`src/rtl/choose_judge_if.sv`:
```
// Handshake bundle between the game controller / player button and the choose_judge responder.
interface choose_judge_if;
  logic       active;
  logic [3:0] turn;
  logic [2:0] die_a;
  logic [2:0] die_b;
  logic       btn;
  logic       done;
  logic [1:0] result;
  logic [3:0] point;
  logic [3:0] sum;

  modport master (
    output active, turn, die_a, die_b, btn,
    input  done, result, point, sum
  );

  modport slave (
    input  active, turn, die_a, die_b, btn,
    output done, result, point, sum
  );
endinterface

```
`src/rtl/choose_judge.sv`:
```
// Waits for a debounced button press while the controller is in CHOOSE, samples the dice
// and returns a craps-style verdict with a one-cycle done strobe.
module choose_judge #(
  parameter int unsigned DEBOUNCE_CYCLES = 16,
  parameter int unsigned MAX_TURNS       = 10
) (
  input logic           clk,
  input logic           rst,
  choose_judge_if.slave bus
);

  localparam int unsigned     CntW      = $clog2(DEBOUNCE_CYCLES + 1);
  localparam logic [CntW-1:0] DbLast    = CntW'(DEBOUNCE_CYCLES - 1);
  localparam logic [3:0]      TurnLimit = 4'(MAX_TURNS);
  localparam logic [1:0]      ResCont   = 2'b00;
  localparam logic [1:0]      ResLost   = 2'b01;
  localparam logic [1:0]      ResWon    = 2'b10;

  typedef enum logic [1:0] {StIdle, StArmed, StEval, StHold} state_e;

  state_e          r_state;
  state_e          w_state_next;
  logic            r_sync1;
  logic            r_sync2;
  logic            r_db_level;
  logic            r_db_prev;
  logic [CntW-1:0] r_db_cnt;
  logic            r_done;
  logic [1:0]      r_result;
  logic [3:0]      r_point;
  logic [3:0]      r_sum;

  logic            w_press;
  logic            w_legal;
  logic            w_capture;
  logic [3:0]      w_dice_sum;
  logic [1:0]      w_verdict;
  logic [3:0]      w_point_next;

  // Synchronizer and debouncer: level follows the synced button only after a full mismatch run.
  always_ff @(posedge clk or posedge rst) begin
    if (rst) begin
      r_sync1    <= 1'b0;
      r_sync2    <= 1'b0;
      r_db_level <= 1'b0;
      r_db_prev  <= 1'b0;
      r_db_cnt   <= '0;
    end else begin
      r_sync1   <= bus.btn;
      r_sync2   <= r_sync1;
      r_db_prev <= r_db_level;
      if (r_sync2 == r_db_level) begin
        r_db_cnt <= '0;
      end else if (r_db_cnt == DbLast) begin
        r_db_level <= r_sync2;
        r_db_cnt   <= '0;
      end else begin
        r_db_cnt <= r_db_cnt + CntW'(1);
      end
    end
  end

  assign w_press    = r_db_level & ~r_db_prev;
  assign w_legal    = (bus.die_a != 3'd0) && (bus.die_a != 3'd7) &&
                      (bus.die_b != 3'd0) && (bus.die_b != 3'd7);
  assign w_dice_sum = {1'b0, bus.die_a} + {1'b0, bus.die_b};

  // Turn 0 is judged as a first roll.
  always_comb begin
    w_verdict    = ResCont;
    w_point_next = r_point;
    if (bus.turn <= 4'd1) begin
      if (r_sum == 4'd7 || r_sum == 4'd11) begin
        w_verdict    = ResWon;
        w_point_next = 4'd0;
      end else if (r_sum == 4'd2 || r_sum == 4'd3 || r_sum == 4'd12) begin
        w_verdict    = ResLost;
        w_point_next = 4'd0;
      end else begin
        w_point_next = r_sum;
      end
    end else if (r_sum == r_point) begin
      w_verdict    = ResWon;
      w_point_next = 4'd0;
    end else if (r_sum == 4'd7 || bus.turn >= TurnLimit) begin
      w_verdict    = ResLost;
      w_point_next = 4'd0;
    end
  end

  always_comb begin
    w_state_next = r_state;
    w_capture    = 1'b0;
    unique case (r_state)
      StIdle: begin
        if (bus.active) w_state_next = StArmed;
      end
      StArmed: begin
        if (!bus.active) begin
          w_state_next = StIdle;
        end else if (w_press && w_legal) begin
          w_capture    = 1'b1;
          w_state_next = StEval;
        end
      end
      // The verdict completes even if active has already dropped; HOLD then returns to IDLE.
      StEval: w_state_next = StHold;
      StHold: begin
        if (!bus.active) w_state_next = StIdle;
      end
      default: w_state_next = StIdle;
    endcase
  end

  always_ff @(posedge clk or posedge rst) begin
    if (rst) begin
      r_state  <= StIdle;
      r_done   <= 1'b0;
      r_result <= ResCont;
      r_point  <= 4'd0;
      r_sum    <= 4'd0;
    end else begin
      r_state <= w_state_next;
      r_done  <= (r_state == StEval);
      if (w_capture) r_sum <= w_dice_sum;
      if (r_state == StEval) begin
        r_result <= w_verdict;
        r_point  <= w_point_next;
      end
    end
  end

  assign bus.done   = r_done;
  assign bus.result = r_result;
  assign bus.point  = r_point;
  assign bus.sum    = r_sum;

endmodule

```
`src/flat_wrapper.sv`:
```
// flat-port wrapper written by rule: the top's interface ports become plain ports
module choose_judge_flat 
#(
  parameter int unsigned DEBOUNCE_CYCLES = 16,
  parameter int unsigned MAX_TURNS       = 10
)
  (clk, rst, bus_active, bus_turn, bus_die_a, bus_die_b, bus_btn, bus_done, bus_result, bus_point, bus_sum);
  choose_judge_if bus_i ();
  input logic clk;
  input logic rst;
  input wire logic [$bits(bus_i.active)-1:0] bus_active;
  input wire logic [$bits(bus_i.turn)-1:0] bus_turn;
  input wire logic [$bits(bus_i.die_a)-1:0] bus_die_a;
  input wire logic [$bits(bus_i.die_b)-1:0] bus_die_b;
  input wire logic [$bits(bus_i.btn)-1:0] bus_btn;
  output wire logic [$bits(bus_i.done)-1:0] bus_done;
  output wire logic [$bits(bus_i.result)-1:0] bus_result;
  output wire logic [$bits(bus_i.point)-1:0] bus_point;
  output wire logic [$bits(bus_i.sum)-1:0] bus_sum;
  assign bus_i.active = bus_active;
  assign bus_i.turn = bus_turn;
  assign bus_i.die_a = bus_die_a;
  assign bus_i.die_b = bus_die_b;
  assign bus_i.btn = bus_btn;
  assign bus_done = bus_i.done;
  assign bus_result = bus_i.result;
  assign bus_point = bus_i.point;
  assign bus_sum = bus_i.sum;
  choose_judge #(.DEBOUNCE_CYCLES(DEBOUNCE_CYCLES), .MAX_TURNS(MAX_TURNS)) u_core (.clk(clk), .rst(rst), .bus(bus_i));
endmodule
```
`config.mk`:
```
export PLATFORM = sky130hd
export DESIGN_NAME = choose_judge_flat
export DESIGN_NICKNAME = d
export VERILOG_FILES = /design/src/rtl/choose_judge_if.sv /design/src/rtl/choose_judge.sv /design/src/flat_wrapper.sv
export SDC_FILE = /design/constraint.sdc
export NUM_CORES = 1
export LEC_CHECK = 0
export BUFFER_PORTS_ARGS = -buffer_cell sky130_fd_sc_hd__buf_2
export CORE_MARGIN = 5
export CORE_UTILIZATION = 52
export CTS_BUF_LIST = sky130_fd_sc_hd__clkbuf_16
export DETAILED_ROUTE_END_ITERATION = 8
export PLACE_DENSITY = 0.77
export SLEW_MARGIN = 10
export SYNTH_ARGS = -nofsm -noshare
export SYNTH_HDL_FRONTEND = slang
export SYNTH_SLANG_ARGS = --single-unit
export TNS_END_PERCENT = 30
```
`constraint.sdc`:
```
create_clock -name clk -period 2.25 [get_ports clk]
set_clock_uncertainty 0.15 [all_clocks]
set_input_delay 0.1125 -clock clk [delete_from_list [all_inputs] [get_ports clk]]
set_output_delay 0.1125 -clock clk [all_outputs]
set_load 0.03 [all_outputs]
```
==> run metrics, run 1 <==
Post-CTS Setup Bufs=0; FMAX=602.4 MHz; Ant. Diodes=0; clock slew at reported path FFs=60 ps; Root Buffer=clkbuf_16; GRT Util Overall=roughly 15%; first-pass GRT wire length=between 3000 and 4000 um; Final Max Slew Viols=0; Final nets=153; CTS sink cnt=22; CTS tree=done; Leakage=0.7080 nW; Post-Syn Area=1155 um2; H-Tree Depth=1; Skew-Pair Late Insertion Delay=around 250 ps; PnR worst setup slack=590.0 ps; worst r2r src=u_core.bus.sum[2]$_DFFE_PP0P_; Crit Path Class=reg -> reg; P per Cell Area=678.7 nW/um2; WP data arrival=1650 ps; CTS max path bufs=2; Critical Path Start Type=flip-flop; status=finished clean; Syn Nets=roughly 130; final period utilization=approximately 74%; die area=3263 um2; GPL Wtd Cong=0.7723; WP data required=2240 ps; core area=around 2200 um2; final hold violation count=0; initial antenna violation count=0; Max Cap Viol=0; Worst VDD drop=approximately 430 uV; Final ANT Viol Nets=0; Yosys reg bits=22; average routed wire per standard cell=between 10 and 15 um; commonest non-fill, non-tap cell in the layout=buf_2; DR vias=851; synth warn=0; Cells after DPL=around 150; die width=around 57 um; Avg Vias per Cell=5.286; most frequent cells in the layout=buf_2 (23), dfrtp_1 (22), nor2_1 (10); Sequential Area=between 500 and 600 um2; Critical Path Sink Type=flip-flop; share of post-route cells with drive strength above 1=24.06%; initial drt markers=19; Die Y-Extent=57.13 um; # IOs=25; total CTS buffers=3; Post-Syn Area per Cell=10.69 um2; starting density of the core=a little over half; Hold Path Class=in -> reg; Distinct cells, synth=36; DP HPWL=around 1600 um; # rows=17; Buffers on Ports=23; sequential element share of the synthesized area=47.67%; fin area=1409 um2; Mapped Cells=108; gr ovfl total=0; vias in the first global route=866; Post-Place Setup Slack=just over 600 ps; Worst Max-Slew Pin Slew=~790 ps; synthesis-to-layout area growth=21.99%; post-route insts no fill=161; RSZ-0062 raised after global routing=no; TNS Setup=0 ps; Multi-input gate area=543.0 um2; total power=0.0009562 W; crit path launch=u_core.bus.sum[2]$_DFFE_PP0P_; crit path time final=1660 ps; crit-path max FO=10; Rel. slew slack=between 40% and 50%; DR DRC count=0; start point of the worst min-delay path=bus_turn[3]; final setup fails=0; drt first pass iters=4; largest net degree at the start of global routing=23; dpl cell area=1274 um2; final WL=2180 um; filler cell count=195
metrics by stage:
step,hold slack [ps],utilization [%]
2_1_floorplan,-48.27,-
3_3_place_gp,70.23,58.71
3_5_place_dp,71.83,58.71
4_1_cts,106.9,64.94
5_1_grt,124.8,64.94
6_report,91.50,64.94
routing by layer:
metal | up-vias | track usage, % | routed length [um]
met5 | - | 0 | 0
met4 | 0 | 5.960 | 12
met3 | 2 | 3.167 | 118
met2 | 22 | 26.43 | 1103
met1 | 399 | 18.42 | 947
li1 | 428 | - | -
sequential cells by signal (all words and copies together) (netlist names), named ones only:
register,flops
u_core.bus.done,1
u_core.bus.point,4
u_core.bus.result,2
u_core.bus.sum,4
u_core.r_db_cnt,5
u_core.r_db_level,1
u_core.r_db_prev,1
u_core.r_state,1
u_core.r_sync1,1
u_core.r_sync2,1
synth_stat cells:
cell type	number	area (um2)
dfrtp_1	22	550.5
and4_1	1	8.760
xnor2_1	5	43.79
and3_1	2	12.51
nor3b_1	1	7.510
buf_2	4	20.02
mux2_4	1	15.01
mux2i_1	3	30.03
a21oi_1	4	20.02
and3_4	1	11.26
o211ai_1	1	7.510
a21o_1	2	15.01
xor2_1	4	35.03
nand3_1	3	15.01
o311a_1	1	10.01
and2_1	2	12.51
a41o_1	1	10.01
nor3_1	2	10.01
nand2b_1	2	12.51
buf_6	1	11.26
o21ai_0	4	20.02
and4bb_1	1	12.51
maj3_1	1	10.01
a21o_2	1	8.760
ha_1	4	50.05
nand2_1	5	18.77
a32o_1	4	40.04
nand4_1	1	6.260
a31o_2	1	8.760
mux2_2	1	11.26
inv_1	8	30.03
nor2_1	10	37.54
a22oi_1	1	7.510
fa_1	1	20.02
or3_1	1	6.260
nand4b_1	1	8.760
kinds of logic (layout without fill, tap and decap cells):
kind of cell,after synthesis,after routing,synth area share [%]
flops,22,22,47.67
xor+xnor,9,9,6.825
simple gates,33,33,15.60
buf+inv,13,38,5.309
fa+ha+maj,6,6,6.934
compound gates,20,20,12.79
mux,5,5,4.875
repair_timing:
item / CTS / global route
hold buffers: 3 / 0
gates resized for setup: 0 / 0
endpoints found under the hold margin: 24 / 0
critical path, cell delays in order, from the launching register on:
cell and delay (ps):
dfrtp_1 490, xnor2_1 250, nand4_1 150, a41o_1 290
a32o_1 220
worst paths after layout:
kind	to	slack [ps]	cells after the start
max	u_core.bus.point[3]$_DFFE_PP0P_	590	4
min	u_core.bus.result[0]$_DFFE_PP0P_	90	3
max reg2reg	u_core.bus.point[3]$_DFFE_PP0P_	590	4
min reg2reg	u_core.r_sync2$_DFF_PP0_	210	0
max in group asynchronous	u_core.r_db_cnt[0]$_DFF_PP0_	1030	3
min in group asynchronous	u_core.bus.result[0]$_DFFE_PP0P_	430	3
where the power goes:
group | internal, W | switching (W) | total, W
combinational | 0.0000278 | 0.0000326 | 0.0000604
sequential | 0.000403 | 0.00000542 | 0.000409
clock | 0.000353 | 0.000134 | 0.000487
total | 0.000784 | 0.000172 | 0.000956
area by class of cell:
class                      count  share of cell area, %
tap                           28                  2.487
sequential                    22                  39.08
inverter                       8                  2.131
clock buffer                   3                  5.329
multi-input combinational     73                  38.54
timing repair buffer          26                  10.30
clock inverter                 1                  2.131
Power figures use the tool's default switching activity.
==> run 2: changes to the inputs <==
ABC_AREA = 1   (was unset)
CORE_UTILIZATION = 53   (was 52)
clock period = 1.7 ns   (was 2.25 ns; I/O delays follow)
==> run 2 against run 1 <==
Die area up 5.4%; register-to-register slack lost 370 ps; final cell count is 39% higher; area after synthesis is 8.7% higher; core utilization up 3.1 points; sequential share of layout area down 2.8 points; fmax grew 12%; non-clock buffer count grew 2; clock power is essentially flat; global-route usage up 1.7 points; critical path depth is 5 higher; sequential power increased by 38%.
==> run metrics, run 2 <==
first-pass GRT wire length=~4500 um; PnR worst setup slack=223.9 ps; PostCTS Resize Cnt=0; final core utilization=68.01%; # IOs=25; crit-path max FO=10; Root Buffer=clkbuf_16; DP HPWL=between 2000 and 2500 um; Critical Path Start Type=flip-flop; Skew-Pair Late Insertion Delay=250 ps; largest net degree at the start of global routing=23; max FFs per register=5; worst r2r path cells=9; synth warn=0; top-count cell post-synth=nand2_1; Flop pwr share=between 40% and 50%; Final ANT Viol Nets=0; Distinct cells, synth=24; clock slew at reported path FFs=~60 ps; WP data arrival=1470 ps; # rows=17; worst hold endpoint=u_core.bus.result[1]$_DFFE_PP0P_; Post-Syn Area per Cell=between 7 and 8 um2; die area=around 3400 um2; Die Y-Extent=58.66 um; total CTS buffers=3; CTS tree=done; core area=2233 um2; worst r2r src=u_core.bus.sum[3]$_DFFE_PP0P_; status=finished clean; CTS max path bufs=2; Yosys reg bits=22; CTS sink cnt=22; average routed wire per standard cell=about 12 um; crit path time final=roughly 1500 ps; Syn Nets=184; Post-CTS Setup Bufs=0; combinational share of power=12.7%; starting density of the core=56.19%; GRT Util Overall=16.97%; gr ovfl total=0; Pint=0.0009176 W; RSZ-0062 raised after global routing=no; Final nets=215; async set-reset flop share out of synthesis=between 90% and 100%; Most flops, register=u_core.r_db_cnt; top cells by area in the synthesized netlist=dfrtp_1 (44%), nand2_1 (16%), inv_1 (5.7%); share of post-route cells with drive strength above 1=between 20% and 30%; Worst VDD drop=691.3 uV; Post-Syn Area=1255 um2; Ant. Diodes=0; TNS Setup=0 ps; FMAX=677.5 MHz; die width=between 50 and 60 um; final hold violation count=0; Critical Path Sink Type=flip-flop; final WL=2602 um; total power=~0.0012 W; Mapped Cells=approximately 170; Clock power frac=40.4%; initial drt markers=36; WP data required=around 1700 ps; vias in the first global route=around 1100; Post-synth EDFFs=0; P_sw=just under 0.0003 W; commonest cells in the synthesized netlist=nand2_1 (52), dfrtp_1 (22), inv_1 (19), nor2_1 (15), nand3_1 (11); DR vias=1114; Top FF cell, synth=dfrtp_1; most frequent cells in the layout=nand2_1 (52), buf_2 (23), dfrtp_1 (22); Synth top area share=43.87%; Worst R2R Setup Slack=220 ps; Rel. slew slack=roughly three quarters; drt first pass iters=4; Switching Share=23.90%; GPL Wtd Cong=0.8787; sequential element share of the synthesized area=43.87%; commonest non-fill, non-tap cell in the layout=nand2_1; Post-Place Setup Slack=247.5 ps; P per Cell Area=793.8 nW/um2; post-synth top area cell=dfrtp_1; Final Max Slew Viols=0; H-Tree Depth=1; synthesis-to-layout area growth=21.04%; initial antenna violation count=0; worst r2r dst=u_core.bus.point[0]$_DFFE_PP0P_; Buffers on Ports=23; final period utilization=86.83%; Max Cap Viol=0; Crit Path Class=reg -> reg; Worst Max-Slew Pin Slew=372.7 ps; DR DRC count=0; Hold Path Stages=5; Leakage=0.8158 nW; start point of the worst min-delay path=bus_turn[2]; Hold Path Class=in -> reg; Avg Vias per Cell=4.996; final setup fails=0
[run 2: changes by cell type after synthesis, sizes merged, moves of 3 or more]
cell | before | now
a32o | 4 | 0
buf | 5 | 2
inv | 8 | 23
mux2i | 3 | 0
nand2 | 5 | 56
nand3 | 3 | 12
nor2 | 10 | 20
o21ai | 4 | 7
xnor2 | 5 | 1
[run 2: kinds of logic after synthesis]
group / synth area share, %
fa+ha+maj: 5.583
simple gates: 33.90
flops: 43.87
buf+inv: 7.976
xor+xnor: 2.094
compound gates: 6.580
[run 2: how the worst max path moves through the flow]
stage                                  start                              end
6_report       u_core.bus.sum[3]$_DFFE_PP0P_  u_core.bus.point[0]$_DFFE_PP0P_
4_1_cts        u_core.bus.sum[2]$_DFFE_PP0P_  u_core.bus.point[0]$_DFFE_PP0P_
2_1_floorplan  u_core.bus.sum[3]$_DFFE_PP0P_  u_core.bus.point[0]$_DFFE_PP0P_
5_1_grt        u_core.bus.sum[2]$_DFFE_PP0P_  u_core.bus.point[3]$_DFFE_PP0P_
3_5_place_dp   u_core.bus.sum[3]$_DFFE_PP0P_  u_core.bus.point[0]$_DFFE_PP0P_
3_3_place_gp   u_core.bus.sum[3]$_DFFE_PP0P_  u_core.bus.point[0]$_DFFE_PP0P_
[run 2: worst max-delay path, cell delays in order (launching register included)]
cell,delay [ps]
dfrtp_1,540
inv_2,80
nand2_1,70
nand2_1,60
nor2_2,100
nand2_2,90
nand2_4,100
nand2_4,60
nand2_1,70
nand2_1,50
[run 2: stage by stage]
step | cell area [um2] | hold WS (ps) | cells
floorplan | 1255 | -75.77 | 165
global placement | 1410 | -29.12 | 216
detailed placement | 1410 | -21.62 | 216
CTS | 1519 | 108.0 | 223
global route | 1519 | 160.0 | 223
finish | 1519 | 111.9 | 223
[run 2: final cells by class]
type / instances / area, um2
Clock buffer: 3 / 75.07
Clock inverter: 1 / 3.754
Fill cell: 181 / 714.4
Inverter: 24 / 90.09
Multi-Input combinational cell: 117 / 604.3
Sequential cell: 22 / 550.5
Tap cell: 28 / 35.03
Timing Repair Buffer: 28 / 160.2
[run 2: timing repair]
action                     CTS  global route
setup endpoints to repair    0             0
hold buffers                 3             0
hold endpoints to repair    24             0
[run 2: power groups by stage]
stage	registers, W	clock network (W)	logic (W)
after global placement	0.000572	0	0.000142
final	0.000566	0.000487	0.000153
after global routing	0.000570	0.000525	0.000174
after detailed placement	0.000574	0	0.000150
after floorplan	0.000601	0	0.0000645
after CTS	0.000566	0.000491	0.000156
[run 2: layer usage]
layer	vias up	GRT usage [%]	wire length (um)	part of all wire [%]
li1	578	-	-	-
met1	514	19.89	1066	41
met2	16	30.46	1387	53
met3	6	2.412	95	3.7
met4	0	7.767	52	2.0
met5	-	0	0	0
